**src/rtl/imem_program_loader.sv**
```systemverilog
// imem_program_loader: writer side of the instruction-memory interface.
// Accepts a host word stream (valid/ready) and writes it into instruction memory at consecutive
// word-aligned byte addresses, holding the processor in reset until the load is complete and then
// releasing it so fetch starts from PC=0.
//
// Optional feature macro: LOADER_CHECKSUM_EN. When defined, one extra trailer word follows the word
// marked in_last and must equal the 32-bit running sum of the program words, otherwise err is raised.
//
// Ports:
//   clk        : clock, all state on rising edge
//   reset      : synchronous active-high reset
//   start      : 1-cycle pulse, begin (re)load (honoured in idle/run/error only)
//   in_valid   : host word valid
//   in_data    : host word
//   in_last    : final program word marker, qualified by in_valid
//   in_ready   : loader accepts a word this cycle (decoded from state only)
//   imem_we    : imem write enable (registered)
//   imem_addr  : imem byte address, low two bits always zero
//   imem_wdata : imem write data
//   cpu_reset  : active-high processor reset
//   done       : program loaded and processor running
//   err        : load failed (overflow or checksum mismatch)
//   word_count : program words accepted in current load
module imem_program_loader #(
  parameter int unsigned ADDR_W        = 8,
  parameter int unsigned DATA_W        = 32,
  parameter int unsigned RELEASE_DELAY = 4
) (
  input  logic              clk,
  input  logic              reset,
  input  logic              start,
  input  logic              in_valid,
  input  logic [DATA_W-1:0] in_data,
  input  logic              in_last,
  output logic              in_ready,
  output logic              imem_we,
  output logic [ADDR_W+1:0] imem_addr,
  output logic [DATA_W-1:0] imem_wdata,
  output logic              cpu_reset,
  output logic              done,
  output logic              err,
  output logic [ADDR_W:0]   word_count
);

  localparam int unsigned CntW = ADDR_W + 1;
  localparam int unsigned DlyW = (RELEASE_DELAY < 2) ? 1 : $clog2(RELEASE_DELAY);
  // word_count value at which the final imem slot is being filled
  localparam logic [ADDR_W:0] LastSlot = {1'b0, {ADDR_W{1'b1}}};
  localparam logic [DlyW-1:0] DlyLast  = DlyW'(RELEASE_DELAY - 1);

  typedef enum logic [2:0] {
    StIdle,
    StLoad,
`ifdef LOADER_CHECKSUM_EN
    StCsum,
`endif
    StHold,
    StRun,
    StErr
  } state_e;

  state_e            state_q, state_d;
  logic [ADDR_W:0]   word_count_q, word_count_d;
  logic              we_q, we_d;
  logic [ADDR_W+1:0] addr_q, addr_d;
  logic [DATA_W-1:0] wdata_q, wdata_d;
  logic              cpu_reset_q, cpu_reset_d;
  logic              done_q, done_d;
  logic              err_q, err_d;
  logic [DlyW-1:0]   hold_cnt_q, hold_cnt_d;
  logic              accept;
`ifdef LOADER_CHECKSUM_EN
  logic [31:0]       sum_q, sum_d;
`endif

`ifdef LOADER_CHECKSUM_EN
  assign in_ready = (state_q == StLoad) || (state_q == StCsum);
`else
  assign in_ready = (state_q == StLoad);
`endif
  assign accept = in_valid & in_ready;

  always_comb begin
    state_d      = state_q;
    word_count_d = word_count_q;
    we_d         = 1'b0;
    addr_d       = addr_q;
    wdata_d      = wdata_q;
    cpu_reset_d  = cpu_reset_q;
    done_d       = done_q;
    err_d        = err_q;
    hold_cnt_d   = hold_cnt_q;
`ifdef LOADER_CHECKSUM_EN
    sum_d        = sum_q;
`endif
    unique case (state_q)
      StIdle, StRun, StErr: begin
        if (start) begin
          state_d      = StLoad;
          word_count_d = '0;
          err_d        = 1'b0;
          done_d       = 1'b0;
          cpu_reset_d  = 1'b1;
`ifdef LOADER_CHECKSUM_EN
          sum_d        = '0;
`endif
        end
      end
      StLoad: begin
        if (accept) begin
          we_d         = 1'b1;
          addr_d       = {word_count_q[ADDR_W-1:0], 2'b00};
          wdata_d      = in_data;
          word_count_d = word_count_q + CntW'(1);
`ifdef LOADER_CHECKSUM_EN
          sum_d        = sum_q + 32'(in_data);
`endif
          if (in_last) begin
`ifdef LOADER_CHECKSUM_EN
            state_d    = StCsum;
`else
            state_d    = StHold;
`endif
            hold_cnt_d = '0;
          end else if (word_count_q == LastSlot) begin
            // Memory is full and the host still has more: the word just taken is kept, load fails.
            state_d = StErr;
            err_d   = 1'b1;
          end
        end
      end
`ifdef LOADER_CHECKSUM_EN
      StCsum: begin
        // Trailer word is compared only; it is neither written nor counted.
        if (accept) begin
          if (32'(in_data) == sum_q) begin
            state_d    = StHold;
            hold_cnt_d = '0;
          end else begin
            state_d = StErr;
            err_d   = 1'b1;
          end
        end
      end
`endif
      StHold: begin
        if (hold_cnt_q == DlyLast) begin
          state_d     = StRun;
          cpu_reset_d = 1'b0;
          done_d      = 1'b1;
        end else begin
          hold_cnt_d = hold_cnt_q + DlyW'(1);
        end
      end
      default: ;
    endcase
  end

  always_ff @(posedge clk) begin
    if (reset) begin
      state_q      <= StIdle;
      word_count_q <= '0;
      we_q         <= 1'b0;
      addr_q       <= '0;
      wdata_q      <= '0;
      cpu_reset_q  <= 1'b1;
      done_q       <= 1'b0;
      err_q        <= 1'b0;
      hold_cnt_q   <= '0;
`ifdef LOADER_CHECKSUM_EN
      sum_q        <= '0;
`endif
    end else begin
      state_q      <= state_d;
      word_count_q <= word_count_d;
      we_q         <= we_d;
      addr_q       <= addr_d;
      wdata_q      <= wdata_d;
      cpu_reset_q  <= cpu_reset_d;
      done_q       <= done_d;
      err_q        <= err_d;
      hold_cnt_q   <= hold_cnt_d;
`ifdef LOADER_CHECKSUM_EN
      sum_q        <= sum_d;
`endif
    end
  end

  assign imem_we    = we_q;
  assign imem_addr  = addr_q;
  assign imem_wdata = wdata_q;
  assign cpu_reset  = cpu_reset_q;
  assign done       = done_q;
  assign err        = err_q;
  assign word_count = word_count_q;

endmodule

```
**config.mk**
```make
export PLATFORM = sky130hd
export DESIGN_NAME = imem_program_loader
export DESIGN_NICKNAME = d
export VERILOG_FILES = /design/src/rtl/imem_program_loader.sv
export SDC_FILE = /design/constraint.sdc
export NUM_CORES = 1
export LEC_CHECK = 0
export CAP_MARGIN = 20
export CORE_ASPECT_RATIO = 0.75
export CORE_MARGIN = 3
export CORE_UTILIZATION = 46
export DETAILED_ROUTE_END_ITERATION = 12
export MAX_ROUTING_LAYER = met4
export PLACE_DENSITY = 0.87
export SLEW_MARGIN = 40
export SYNTH_ARGS = -nofsm -noshare
export SYNTH_HDL_FRONTEND = slang
export SYNTH_SLANG_ARGS = --single-unit
```
**constraint.sdc**
```tcl
create_clock -name clk -period 4.7 [get_ports clk]
set_input_delay 0.94 -clock clk [delete_from_list [all_inputs] [get_ports clk]]
set_output_delay 0.94 -clock clk [all_outputs]
set_load 0.1 [all_outputs]
```
**Yosys cells after proc, flatten, opt, wreduce, memory -nomap -nowiden**

Cells that the tools add are included.

- Register bits after elaboration: 58
- Output and inout port bits: 56

- Multiplexer cells: 24
- Eq/ne operators: 14
- Bitwise gates (word level): 2
- Reduce and logical (&&, ||, !) cells: 13
- $add $sub $neg: 2

Operators with widths:

| cell | number |
|---|---|
| $mux W9 | 2 |
| $pmux W9 S2 | 1 |
| $mux W3 | 5 |
| $ne A2 B2 Y1 const B | 5 |
| $reduce_and A5 Y1 | 2 |
| $add A9 B1 Y9 const B | 1 |
| $eq A9 B8 Y1 const B | 1 |
| $pmux W3 S3 | 1 |
| $mux W1 | 8 |
| $eq A3 B2 Y1 const B | 2 |
| $mux W2 | 3 |
| $pmux W1 S2 | 3 |
| $reduce_and A3 Y1 | 2 |
| $reduce_bool A2 Y1 | 3 |
| $ne A2 B1 Y1 const B | 2 |
| $pmux W2 S2 | 1 |
| $reduce_and A4 Y1 | 1 |
| $eq A3 B1 Y1 const B | 1 |
| $eq A3 B3 Y1 const B | 1 |
| $logic_not A3 Y1 | 1 |
| $ne A3 B2 Y1 const B | 1 |
| $reduce_bool A3 Y1 | 1 |
| $reduce_or A3 Y1 | 1 |
| $add A2 B1 Y2 const B | 1 |
| 5 further kinds | 5 |

**Depth between registers and ports, before layout**

- Word-level depth: 5
- Gate-level depth with buffers: 6
- Gate-level depth less buffers: 6

**Least setup slack after synthesis**

OpenSTA, ideal clock, no wires.

- Path kind: register to output
- Start point: reg state_q[0]
- End point: out in_ready
- Required time: 3.760 ns
- Path buffers: 0
- Stages on the path, launching flop included: 2
- Data arrival time: 1.712 ns
- Setup slack: 2.048 ns
- Cells stage by stage: dfxtp_1 > nor3b_2

- Word-level cells in the longest chain between the ends: 1

RTL lines:

| item | RTL line | RTL |
|---|---|---|
| from (decl) | 62 | `state_e state_q, state_d;` |
| from (signal assigned) | 161 | `state_q <= StIdle;` |
| from (signal assigned) | 174 | `state_q <= state_d;` |
| $eq A3 B1 Y1 | 79 | `assign in_ready = (state_q == StLoad);` |
| to (decl) | 35 | `output logic in_ready,` |

Every way passes these cells.

**Worst setup path in the final report**

Ends and elaborated chain as after synthesis.

==> metrics.yaml <==
outcome:
  status: "complete, no violations"
worst_setup_path:
  worstPathArrival_ns: 1.58
  reg2regPathDepth: 4
  worstPathRequired_ns: 3.76
  setup.reg_to_reg.worst_slack_ns: 2.92
  destination_of_the_worst_register_to_register_timing_path: "word_count[5]$_SDFFE_PP0P_"
  critPathLaunchType: "register"
  worst-setup-path-type: "register to primary output"
  cp_endpoint_kind: "primary output"
  rr_startpoint: "state_q[0]$_SDFFE_PP0P_"
  timing.critical_path.fanout_max: 8
global_route:
  grt_pass1_vias: 1995
  grt_antenna_before_repair: 0
  global_route_wire_length_before_repair_mm: 9.03
  gr-total-overflow: 0
  grt_util_all_layers_pct: 20.7
  grt_start_max_net_pins: 42
layout:
  post_layout_net_count: 407
  layout-drive-gt1-share_pct: 19.9
  n_antenna_cell: 0
  area_growth_pct: 37.0
pwr:
  power_per_cell_area_mw_per_mm2: 402
  report.power.total_mw: 1.25
  worst_ir_drop_vdd_v: 0.000278
  p_leak_nw: 1.28
timing:
  max-slew-margin-rel_pct: 58.5
  clock-skew-final_ns: 0.00412
  finalHoldViolCount: 0
  timing.final.crit_share_pct: 53.6
  timing.final.setup_violations: 0
  fmax_ghz: 0.397
  grt_setup_unrepaired: "false"
  worst_pin_slew_ns: 0.616
  maxSlewViolCount: 0
  time_the_worst_path_needs_with_i_o_delays_and_setup_ns: 2.52
  timing.setup.tns_ns: 0
synthesis:
  cell_area_after_synthesis_mm2: 0.00227
  synthesis.instances: 280
  compound_gate_portion_of_the_synthesized_area_pct: 16.8
  yosys.cell_types.count: 36
  synth_simple_gate_area_share_pct: 23.9
  syn-mean-instance-area_um2: 8.10
  synthAdderAreaFrac_pct: 1.66
  yosysWarningCount: 0
  synth_top_family_by_area: "simple AND/OR/NAND/NOR gates"
  post-synth-top-area-cell: "sky130_fd_sc_hd__dfxtp_1"
  synth.area.mux_share_pct: 1.32
  synthDominantCellAreaShare_pct: 51.2
  post_synth_xor_area_fraction_pct: 0.386
  synth.area.top_cells: "sky130_fd_sc_hd__dfxtp_1, sky130_fd_sc_hd__nand2_1, sky130_fd_sc_hd__a21oi_1, sky130_fd_sc_hd__clkbuf_1, sky130_fd_sc_hd__ha_1"
  synth_sequential_area_ratio_pct: 51.2
  postSynthRegisterBits: 58
routing:
  drt-initial-drc-count: 118
  avg_wl_per_cell_um: 12.9
  ant_nets: 0
  route.vias.total: 2193
  drt_first_pass_iters: 4
  drcViolationCount: 0
  drt-vias-per-instance: 5.11
  postRouteWirelength_mm: 5.53
floorplanning:
  floorplan.die.height_um: 66.8
  fp-row-count: 21
  num_io_pins: 93
  initial_core_util_pct: 49.3
  fp.dieArea_mm2: 0.00582
  coreArea_mm2: 0.00460
  fp.dieW_um: 87.1
place:
  gp_congestion: 0.848
  detailedPlacementHpwl_mm: 3.88
  numPortBuffers: 90
clock_tree:
  post_cts.resized_instances: 0
  holdBufCountCts: 0
  cts_root_buf: "sky130_fd_sc_hd__clkbuf_8"
  cts_tree: "yes"
  clkLatencyLatePin_ns: 0.32
  clkSlewWorstSetupHoldPaths_ns: 0.06
  clock_tree.buffer_depth: 2
  cts_htree_levels: 3
  clock_sink_count: 58
  num_cts_buffers: 9
  cts.repair_timing.setup_buffer_count: 0
flow_run:
  max_cap_viols: 0
min_path:
  hold_end: "done$_SDFFE_PP0P_"
  min-delay-start: "done$_SDFFE_PP0P_"
  hp-class: "register to register"
  hold_path_cell_cnt: 2
cells in the final DEF, fill, tap and decap left out, drive strengths merged, types with 2 or more instances in the layout:
cell,netlist,layout
clkdlybuf4s50,0,35
or3,3,3
ha,3,3
or4,3,3
clkinv,0,2
clkbuf,11,14
nand3,4,4
buf,7,58
o21a,3,3
nand2b,6,6
mux2i,3,3
nand2,90,90
nor2,9,9
a211oi,2,2
dfxtp,58,58
conb,1,2
o21ai,6,6
and3b,2,2
o31ai,3,3
a21oi,47,47
inv,4,4
flip-flops by register name (all words and copies together), names as in the netlist:
| register | cells |
|---|---|
| imem_wdata | 32 |
| state_q | 3 |
| cpu_reset | 1 |
| done | 1 |
| imem_we | 1 |
| err | 1 |
| word_count | 9 |
| hold_cnt_q | 2 |
| imem_addr | 8 |
how the worst max path moves through the flow:
stage	from	end	slack, ns	cells after the start
detailed placement	start	word_count[5]$_SDFFE_PP0P_	1.86	5
CTS	state_q[0]$_SDFFE_PP0P_	in_ready	2.17	2
floorplan	state_q[0]$_SDFFE_PP0P_	in_ready	2.05	1
finish	state_q[0]$_SDFFE_PP0P_	in_ready	2.18	2
global placement	state_q[0]$_SDFFE_PP0P_	in_ready	1.90	2
global route	state_q[0]$_SDFFE_PP0P_	in_ready	2.09	2
logic make-up after synthesis:
logic type,after synthesis
and+or+nand+nor,124
AOI/OAI and AO/OA,68
DFF,58
buffers and inverters,22
adders and majority gates,3
muxes,3
other,1
xor gates and xnor gates,1
area by class of cell:
cell class	count	area (um^2)
flip-flops and latches	58	1160
inverters	4	15.0
clock inverters	2	10.0
repair buffers	93	668
clock buffers	14	173
well taps	57	71.3
fillers	387	1490
multi-input cells	201	1010
critical path: stages (launching register included):
cell and delay [ns]:
sky130_fd_sc_hd__dfxtp_1 0.43, sky130_fd_sc_hd__nor3b_2 0.33, sky130_fd_sc_hd__buf_2 0.49
stage by stage:
step                instance area (um^2)  util (%)  hold WS [ns]  instances  setup WS, ns
global placement                    3170      68.8         0.428        412          1.90
floorplan                           2270         -         0.453        281          2.05
CTS                                 3110      67.5         0.447        429          2.17
finish                              3110      67.5         0.447        429          2.18
detailed placement                  2920      63.6         0.439        413          1.86
global route                        3110      67.5         0.469        429          2.09
report_power, final:
group          switching, mW  internal, mW
logic                  0.235        0.0727
clock network          0.178         0.233
registers             0.0166         0.514
layer usage:
metal / track usage, % / vias up / wire [um]
met5: - / - / 0
met4: 8.37 / 0 / 60
met3: 8.65 / 5 / 509
met2: 31.3 / 82 / 2500
met1: 24.5 / 996 / 2450
li1: - / 1110 / -
synthesized netlist by cell type, drive strengths merged:
| cell | number |
|---|---|
| nand3 | 4 |
| nor3b | 1 |
| ha | 3 |
| or3 | 3 |
| or4 | 3 |
| nand4 | 1 |
| nand2b | 6 |
| a2bb2oi | 1 |
| a211oi | 2 |
| and3b | 2 |
| a311o | 1 |
| nor2 | 9 |
| o21ai | 6 |
| o21bai | 1 |
| and2 | 1 |
| mux2i | 3 |
| conb | 1 |
| nand2 | 90 |
| o31ai | 3 |
| o22a | 1 |
| nor3 | 1 |
| or2 | 1 |
| buf | 7 |
| or3b | 1 |
| o22ai | 1 |
| inv | 4 |
| o21a | 3 |
| a31oi | 1 |
| nor4b | 1 |
| a21oi | 47 |
| clkbuf | 11 |
| xnor2 | 1 |
| dfxtp | 58 |
| a221oi | 1 |
Note: power is estimated with default switching activity, not from simulation.
